===== src/rtl/vga_pkg.sv =====
// Shared raster geometry, game-state codes, fade FSM states and the
// per-channel fade scaler for the VGA back end.
package vga_pkg;

  localparam int RGB_W   = 12;

  localparam int H_VIS   = 640;
  localparam int H_FP    = 16;
  localparam int H_SYNC  = 96;
  localparam int H_BP    = 48;
  localparam int H_TOTAL = H_VIS + H_FP + H_SYNC + H_BP;

  localparam int V_VIS   = 480;
  localparam int V_FP    = 10;
  localparam int V_SYNC  = 2;
  localparam int V_BP    = 33;
  localparam int V_TOTAL = V_VIS + V_FP + V_SYNC + V_BP;

  localparam logic [4:0] LEVEL_MAX = 5'd16;

  typedef enum logic [3:0] {
    GS_TITLE  = 4'd0,
    GS_MENU   = 4'd1,
    GS_PLAY   = 4'd2,
    GS_PAUSE  = 4'd3,
    GS_SHOP   = 4'd4,
    GS_SCORE  = 4'd5,
    GS_WIN    = 4'd6,
    GS_LOSE   = 4'd7,
    GS_FAIL   = 4'd8
  } game_state_e;

  typedef enum logic [1:0] {
    FADE_STEADY = 2'd0,
    FADE_OUT    = 2'd1,
    FADE_SWAP   = 2'd2,
    FADE_IN     = 2'd3
  } fade_state_e;

  // (c * level) >> 4 on a 9-bit product; level 16 leaves c unchanged.
  function automatic logic [3:0] scale_chan(input logic [3:0] c, input logic [4:0] level);
    logic [8:0] prod;
    prod = {5'd0, c} * {4'd0, level};
    return prod[7:4];
  endfunction

endpackage


===== src/rtl/vga_timing.sv =====
// Pixel-rate divider, h/v raster counters, registered sync decode and the
// frame_start pulse emitted when the counters wrap to (0,0).
module vga_timing import vga_pkg::*; #(
  parameter int CLK_DIV   = 4,
  parameter int H_VISIBLE = H_VIS,
  parameter int H_FRONT   = H_FP,
  parameter int H_SYNC_W  = H_SYNC,
  parameter int H_LINE    = H_TOTAL,
  parameter int V_VISIBLE = V_VIS,
  parameter int V_FRONT   = V_FP,
  parameter int V_SYNC_W  = V_SYNC,
  parameter int V_FRAME   = V_TOTAL
) (
  input  logic       clk,
  input  logic       rst_n,
  output logic [9:0] h_cnt,
  output logic [9:0] v_cnt,
  output logic       tick,
  output logic       active,
  output logic       hsync,
  output logic       vsync,
  output logic       frame_start
);

  localparam int DIV_W = (CLK_DIV > 1) ? $clog2(CLK_DIV) : 1;
  localparam logic [DIV_W-1:0] DIV_LAST = DIV_W'(CLK_DIV - 1);

  logic [DIV_W-1:0] r_div;
  logic [9:0]       r_h;
  logic [9:0]       r_v;
  logic             r_hsync;
  logic             r_vsync;
  logic             r_frame_start;
  logic             w_tick;
  logic             w_h_last;
  logic             w_v_last;
  logic             w_hs_on;
  logic             w_vs_on;

  assign w_tick   = (r_div == DIV_LAST);
  assign w_h_last = (r_h == 10'(H_LINE - 1));
  assign w_v_last = (r_v == 10'(V_FRAME - 1));
  assign w_hs_on  = (r_h >= 10'(H_VISIBLE + H_FRONT)) && (r_h < 10'(H_VISIBLE + H_FRONT + H_SYNC_W));
  assign w_vs_on  = (r_v >= 10'(V_VISIBLE + V_FRONT)) && (r_v < 10'(V_VISIBLE + V_FRONT + V_SYNC_W));

  // Syncs use the pre-advance counts so they line up with the registered colour.
  always_ff @(posedge clk or negedge rst_n) begin
    if (!rst_n) begin
      r_div         <= '0;
      r_h           <= '0;
      r_v           <= '0;
      r_hsync       <= 1'b1;
      r_vsync       <= 1'b1;
      r_frame_start <= 1'b0;
    end else begin
      r_frame_start <= 1'b0;
      if (w_tick) begin
        r_div   <= '0;
        r_hsync <= ~w_hs_on;
        r_vsync <= ~w_vs_on;
        if (w_h_last) begin
          r_h           <= '0;
          r_v           <= w_v_last ? 10'd0 : r_v + 10'd1;
          r_frame_start <= w_v_last;
        end else begin
          r_h <= r_h + 10'd1;
        end
      end else begin
        r_div <= r_div + 1'b1;
      end
    end
  end

  assign h_cnt       = r_h;
  assign v_cnt       = r_v;
  assign tick        = w_tick;
  assign active      = (r_h < 10'(H_VISIBLE)) && (r_v < 10'(V_VISIBLE));
  assign hsync       = r_hsync;
  assign vsync       = r_vsync;
  assign frame_start = r_frame_start;

endmodule


===== src/rtl/vga_pixel_out.sv =====
// VGA back end: overlay/scene compositing, fade scaling and the frame-stepped
// fade sequencer that decides which game state the address generators draw.
module vga_pixel_out import vga_pkg::*; #(
  parameter int          CLK_DIV          = 4,
  parameter int          FADE_STEP_FRAMES = 1,
  parameter logic [11:0] KEY_COLOR        = 12'h0F0,
  parameter int          H_VISIBLE        = H_VIS,
  parameter int          H_FRONT          = H_FP,
  parameter int          H_SYNC_W         = H_SYNC,
  parameter int          H_LINE           = H_TOTAL,
  parameter int          V_VISIBLE        = V_VIS,
  parameter int          V_FRONT          = V_FP,
  parameter int          V_SYNC_W         = V_SYNC,
  parameter int          V_FRAME          = V_TOTAL
) (
  input  logic             clk,
  input  logic             rst_n,
  input  logic [3:0]       game_state,
  input  logic             overlay_obj,
  input  logic [RGB_W-1:0] overlay_pixel,
  input  logic [RGB_W-1:0] scene_pixel,
  output logic [9:0]       h_cnt,
  output logic [9:0]       v_cnt,
  output logic [3:0]       shown_state,
  output logic             hsync,
  output logic             vsync,
  output logic [3:0]       vga_r,
  output logic [3:0]       vga_g,
  output logic [3:0]       vga_b,
  output logic             frame_start,
  output logic             fading
);

  fade_state_e      r_state;
  fade_state_e      w_state_next;
  logic [4:0]       r_level;
  logic [4:0]       w_level_next;
  logic [3:0]       r_shown;
  logic [3:0]       w_shown_next;
  logic [3:0]       r_step;
  logic [3:0]       w_step_next;
  logic [RGB_W-1:0] r_rgb;
  logic [RGB_W-1:0] w_mix;
  logic             w_tick;
  logic             w_active;
  logic             w_step;

  vga_timing #(
    .CLK_DIV   (CLK_DIV),
    .H_VISIBLE (H_VISIBLE),
    .H_FRONT   (H_FRONT),
    .H_SYNC_W  (H_SYNC_W),
    .H_LINE    (H_LINE),
    .V_VISIBLE (V_VISIBLE),
    .V_FRONT   (V_FRONT),
    .V_SYNC_W  (V_SYNC_W),
    .V_FRAME   (V_FRAME)
  ) u_timing (
    .clk         (clk),
    .rst_n       (rst_n),
    .h_cnt       (h_cnt),
    .v_cnt       (v_cnt),
    .tick        (w_tick),
    .active      (w_active),
    .hsync       (hsync),
    .vsync       (vsync),
    .frame_start (frame_start)
  );

  always_comb begin
    w_mix = '0;
    if (w_active) begin
      w_mix = (overlay_obj && (overlay_pixel != KEY_COLOR)) ? overlay_pixel : scene_pixel;
    end
  end

  assign w_step = frame_start && (r_step == 4'(FADE_STEP_FRAMES - 1));

  always_comb begin
    w_state_next = r_state;
    w_level_next = r_level;
    w_shown_next = r_shown;
    w_step_next  = r_step;
    case (r_state)
      FADE_STEADY: begin
        if (frame_start && (game_state != r_shown)) begin
          w_state_next = FADE_OUT;
          w_step_next  = '0;
        end
      end
      FADE_OUT: begin
        if (frame_start) begin
          w_step_next = w_step ? 4'd0 : r_step + 4'd1;
          if (w_step) begin
            w_level_next = r_level - 5'd1;
            if (r_level == 5'd1) w_state_next = FADE_SWAP;
          end
        end
      end
      FADE_SWAP: begin
        w_shown_next = game_state;
        w_step_next  = '0;
        w_state_next = FADE_IN;
      end
      FADE_IN: begin
        if (frame_start) begin
          w_step_next = w_step ? 4'd0 : r_step + 4'd1;
          if (w_step) begin
            w_level_next = r_level + 5'd1;
            if (r_level == LEVEL_MAX - 5'd1) w_state_next = FADE_STEADY;
          end
        end
      end
      default: w_state_next = FADE_STEADY;
    endcase
  end

  always_ff @(posedge clk or negedge rst_n) begin
    if (!rst_n) begin
      r_state <= FADE_STEADY;
      r_level <= LEVEL_MAX;
      r_shown <= GS_TITLE;
      r_step  <= '0;
      r_rgb   <= '0;
    end else begin
      r_state <= w_state_next;
      r_level <= w_level_next;
      r_shown <= w_shown_next;
      r_step  <= w_step_next;
      if (w_tick) begin
        r_rgb <= {scale_chan(w_mix[11:8], r_level),
                  scale_chan(w_mix[7:4],  r_level),
                  scale_chan(w_mix[3:0],  r_level)};
      end
    end
  end

  assign shown_state = r_shown;
  assign fading      = (r_state != FADE_STEADY);
  assign vga_r       = r_rgb[11:8];
  assign vga_g       = r_rgb[7:4];
  assign vga_b       = r_rgb[3:0];

endmodule


===== config.mk =====
export PLATFORM = sky130hd
export DESIGN_NAME = vga_pixel_out
export DESIGN_NICKNAME = d
export VERILOG_FILES = /design/src/rtl/vga_pkg.sv /design/src/rtl/vga_timing.sv /design/src/rtl/vga_pixel_out.sv
export SDC_FILE = /design/constraint.sdc
export NUM_CORES = 1
export LEC_CHECK = 0
export BUFFER_PORTS_ARGS = -buffer_cell sky130_fd_sc_hd__buf_2
export CORE_MARGIN = 3
export CORE_UTILIZATION = 40
export CTS_CLUSTER_SIZE = 30
export DETAILED_ROUTE_END_ITERATION = 10
export HOLD_SLACK_MARGIN = 0.15
export PLACE_DENSITY = 0.57
export RECOVER_POWER = 50
export SETUP_SLACK_MARGIN = 0.1
export SLEW_MARGIN = 40
export SYNTH_ARGS = -nofsm -noshare
export SYNTH_HDL_FRONTEND = slang
export SYNTH_SLANG_ARGS = --single-unit

===== constraint.sdc =====
create_clock -name clk -period 6.63 [get_ports clk]
set_input_delay 1.326 -clock clk [delete_from_list [all_inputs] [get_ports clk]]
set_output_delay 1.326 -clock clk [all_outputs]
set_load 0.02 [all_outputs]

==> results.toml <==
[routing]
wl_met1_um = 4940
routed.top_layer = "met4"
routed_via_density = 5.34
first_pass_iters = 4
ant_nets = 0
wl_met3_um = 610
dr_total_vias = 3591
post_drt_wl_per_cell_um = 14.9
drc = 0
postRouteWirelength_um = 10000
drtIter0Drc = 177
dr_wl_met2_um = 4300

[grt]
grt.total_usage_pct = 17.9
grt_max_degree = 53
grt_pass1_vias = 3696
grt_pass1_wl_um = 17300
antenna_found_initial = 0
grt_overflow_total = 0

[cells_and_area]
drive_gt1_share_pct = 18.1
syn_to_final_growth_pct = 13.4
final_core_util_pct = 46.9
num_antenna_cells = 0
final_nets = 625

[power]
ir_worst_vdd_v = 0.0000750
cellPowerDensity_mw_per_mm2 = 113
leakage_uw = 0.00247

[logic_synthesis]
synth.yosys.warnings = 0
synth_area_leaders = "dfrtp_1 28%, ha_1 12%, fa_1 7.0%, inv_1 3.5%, nor2_1 3.5%"
syn_nets = 560
synth_common_cells = "49 x dfrtp_1, 43 x ha_1, 40 x inv_1, 40 x nor2_1, 39 x nand2_1"
synthArstFlopShare_pct = 100
synthFlopType = "dfrtp_1"
yosysMostFrequentCell = "dfrtp_1"
seq_area_frac_synth_pct = 30.3
syn-cell-area_mm2 = 0.00431
ys_ff_latch = 52
synth_top_area_share_pct = 28.5
synth_edf_count = 0
yosys.area.top_type = "dfrtp_1"
synth_area_per_cell_um2 = 9.15
synth_cell_types = 61
synthCells = 471

[worst_setup_path]
slowest_delay_ns = 0.54
crit_chain = "buf_2, nor4b_4, nand4_2, nand2_1, a22oi_1, or3_1, fa_1, fa_1, inv_1, ha_1, and4_1, a31oi_1, a21oi_1, a211oi_1, xnor2_1, mux2_2"
end_kind = "register"
required_ns = 6.84
path_common_cell = "fa_1"
critPathMaxFanout = 8
crit_arrival_ns = 5.56
critPathLaunchType = "input port"
path_class = "input port to register"
cpMaxStageDelayCell = "fa_1"

[sta]
tightestPinTransition_ns = 2.78
fin_crit_ns = 5.36
max_freq_mhz = 187
rsz0062_at_grt = "no"
hold_viol_final = 0
drv_slew = 53
setup_viol = 0
min_period_over_period_pct = 80.8
setup_tns_ns = 0
skew_ns = 0.00824
maxSlewHeadroom_pct = -85.5

[placement]
hpwlAfterDp_um = 8060
gp_congestion = 0.948
numPortBuffers = 70

[floorplanning]
core_area_mm2 = 0.0104
row_count = 37
start_util_pct = 41.4
die-area_mm2 = 0.0121
die_w_um = 110
die_h_um = 110
io_pins = 71

[clock_tree]
numClockSinks = 52
root_buffer = "clkbuf_8"
hold_buffers = 0
postCtsSetupRepairBufs = 0
cts_made_buffers = 5
clk_path_buf_depth = 2
cts_htree_levels = 2
cts_resized = 0
cts_tree = "done"
clk_latency_ns = 0.31
path_clk_slew_ns = 0.10

[outcome]
status = "finished with violations"
violations = "capacitance limit, slew limit"

[run]
maxCapViolCount = 1

[min_path]
hold_path.class = "register to register"
layout make-up:
type / count / area [um2]
timing repair buffer: 73 / 359
clock buffer: 6 / 82.6
multi-input combinational: 363 / 2800
inverter: 41 / 154
tap: 136 / 170
fill: 1013 / 5530
clock inverter: 2 / 15.0
sequential: 52 / 1310
placed cells by master (no fill, tap or decap), types with 15 or more instances in the layout:
| cell type | instances |
|---|---|
| buf_2 | 65 |
| dfrtp_1 | 49 |
| ha_1 | 43 |
| nor2_1 | 40 |
| inv_1 | 40 |
| nand2_1 | 39 |
| a21oi_1 | 17 |
| nor3_1 | 16 |
| nand3_1 | 16 |
| xnor2_1 | 16 |
| xor2_1 | 15 |
| fa_1 | 15 |
layer usage:
layer	track usage (%)	vias to the layer above
li1	-	1785
met5	0	-
met1	24.6	1686
met4	5.61	0
met2	28.5	107
met3	3.64	13
flip-flops by register name, summed over array words and instances (netlist names):
signal                count
u_timing.r_div            2
r_state                   2
u_timing.frame_start      1
shown_state               4
u_timing.h_cnt           10
r_level                   5
r_step                    4
u_timing.vsync            1
u_timing.v_cnt           10
u_timing.hsync            1
r_rgb                    12
logic make-up (layout without fill, tap and decap cells):
logic type / count (synthesis) / in the layout / synth area share (%)
flip-flops: 52 / 52 / 30.3
adder cells (fa/ha/maj): 58 / 58 / 19.5
AND/OR/NAND/NOR: 181 / 181 / 22.4
AO/OA/AOI/OAI: 75 / 75 / 12.3
buffers and inverters: 56 / 122 / 4.88
multiplexers: 18 / 18 / 4.44
XOR/XNOR: 31 / 31 / 6.30
worst paths after layout:
check / slack (ns) / start / endpoint / cells after the start
worst min-delay path: 0.44 / u_timing.r_div[0]$_DFF_PN0_ / u_timing.r_div[0]$_DFF_PN0_ / 1
worst min register to register: 0.44 / u_timing.r_div[0]$_DFF_PN0_ / u_timing.r_div[0]$_DFF_PN0_ / 1
max in group asynchronous: 3.07 / rst_n / u_timing.h_cnt[6]$_DFFE_PN0P_ / 2
worst max register to register: 2.02 / u_timing.h_cnt[8]$_DFFE_PN0P_ / r_rgb[3]$_DFFE_PN0P_ / 14
min in group asynchronous: 1.99 / rst_n / shown_state[0]$_DFFE_PN0P_ / 2
worst max-delay path: 1.27 / overlay_pixel[10] / r_rgb[11]$_DFFE_PN0P_ / 16
per-stage QoR:
stage	instances	setup WS (ns)	power (uW)	hold WS (ns)	cell area, um2
global placement	665	1.06	366	0.415	4800
finish	673	1.27	552	0.437	4890
global route	673	0.974	581	0.485	4890
detailed placement	665	0.901	366	0.418	4800
CTS	673	1.26	562	0.437	4890
floorplan	471	1.45	341	0.403	4310
critical path, delay by kind of cell:
family	cells	cell delay (ns)
multiplexers	1	0.26
AND/OR/NAND/NOR	5	1.55
XOR/XNOR	1	0.15
buffers and inverters	2	0.17
AO/OA/AOI/OAI	4	0.80
adder cells (fa/ha/maj)	3	1.32
power by group:
group	internal [uW]	switching (uW)	total, uW	leakage, uW
logic	14.5	27.3	41.7	0.00174
registers	317	0	317	0.000691
clock network	84.7	109	194	0.0000434
total	416	136	552	0.00247
(Power assumes the default switching activity.)
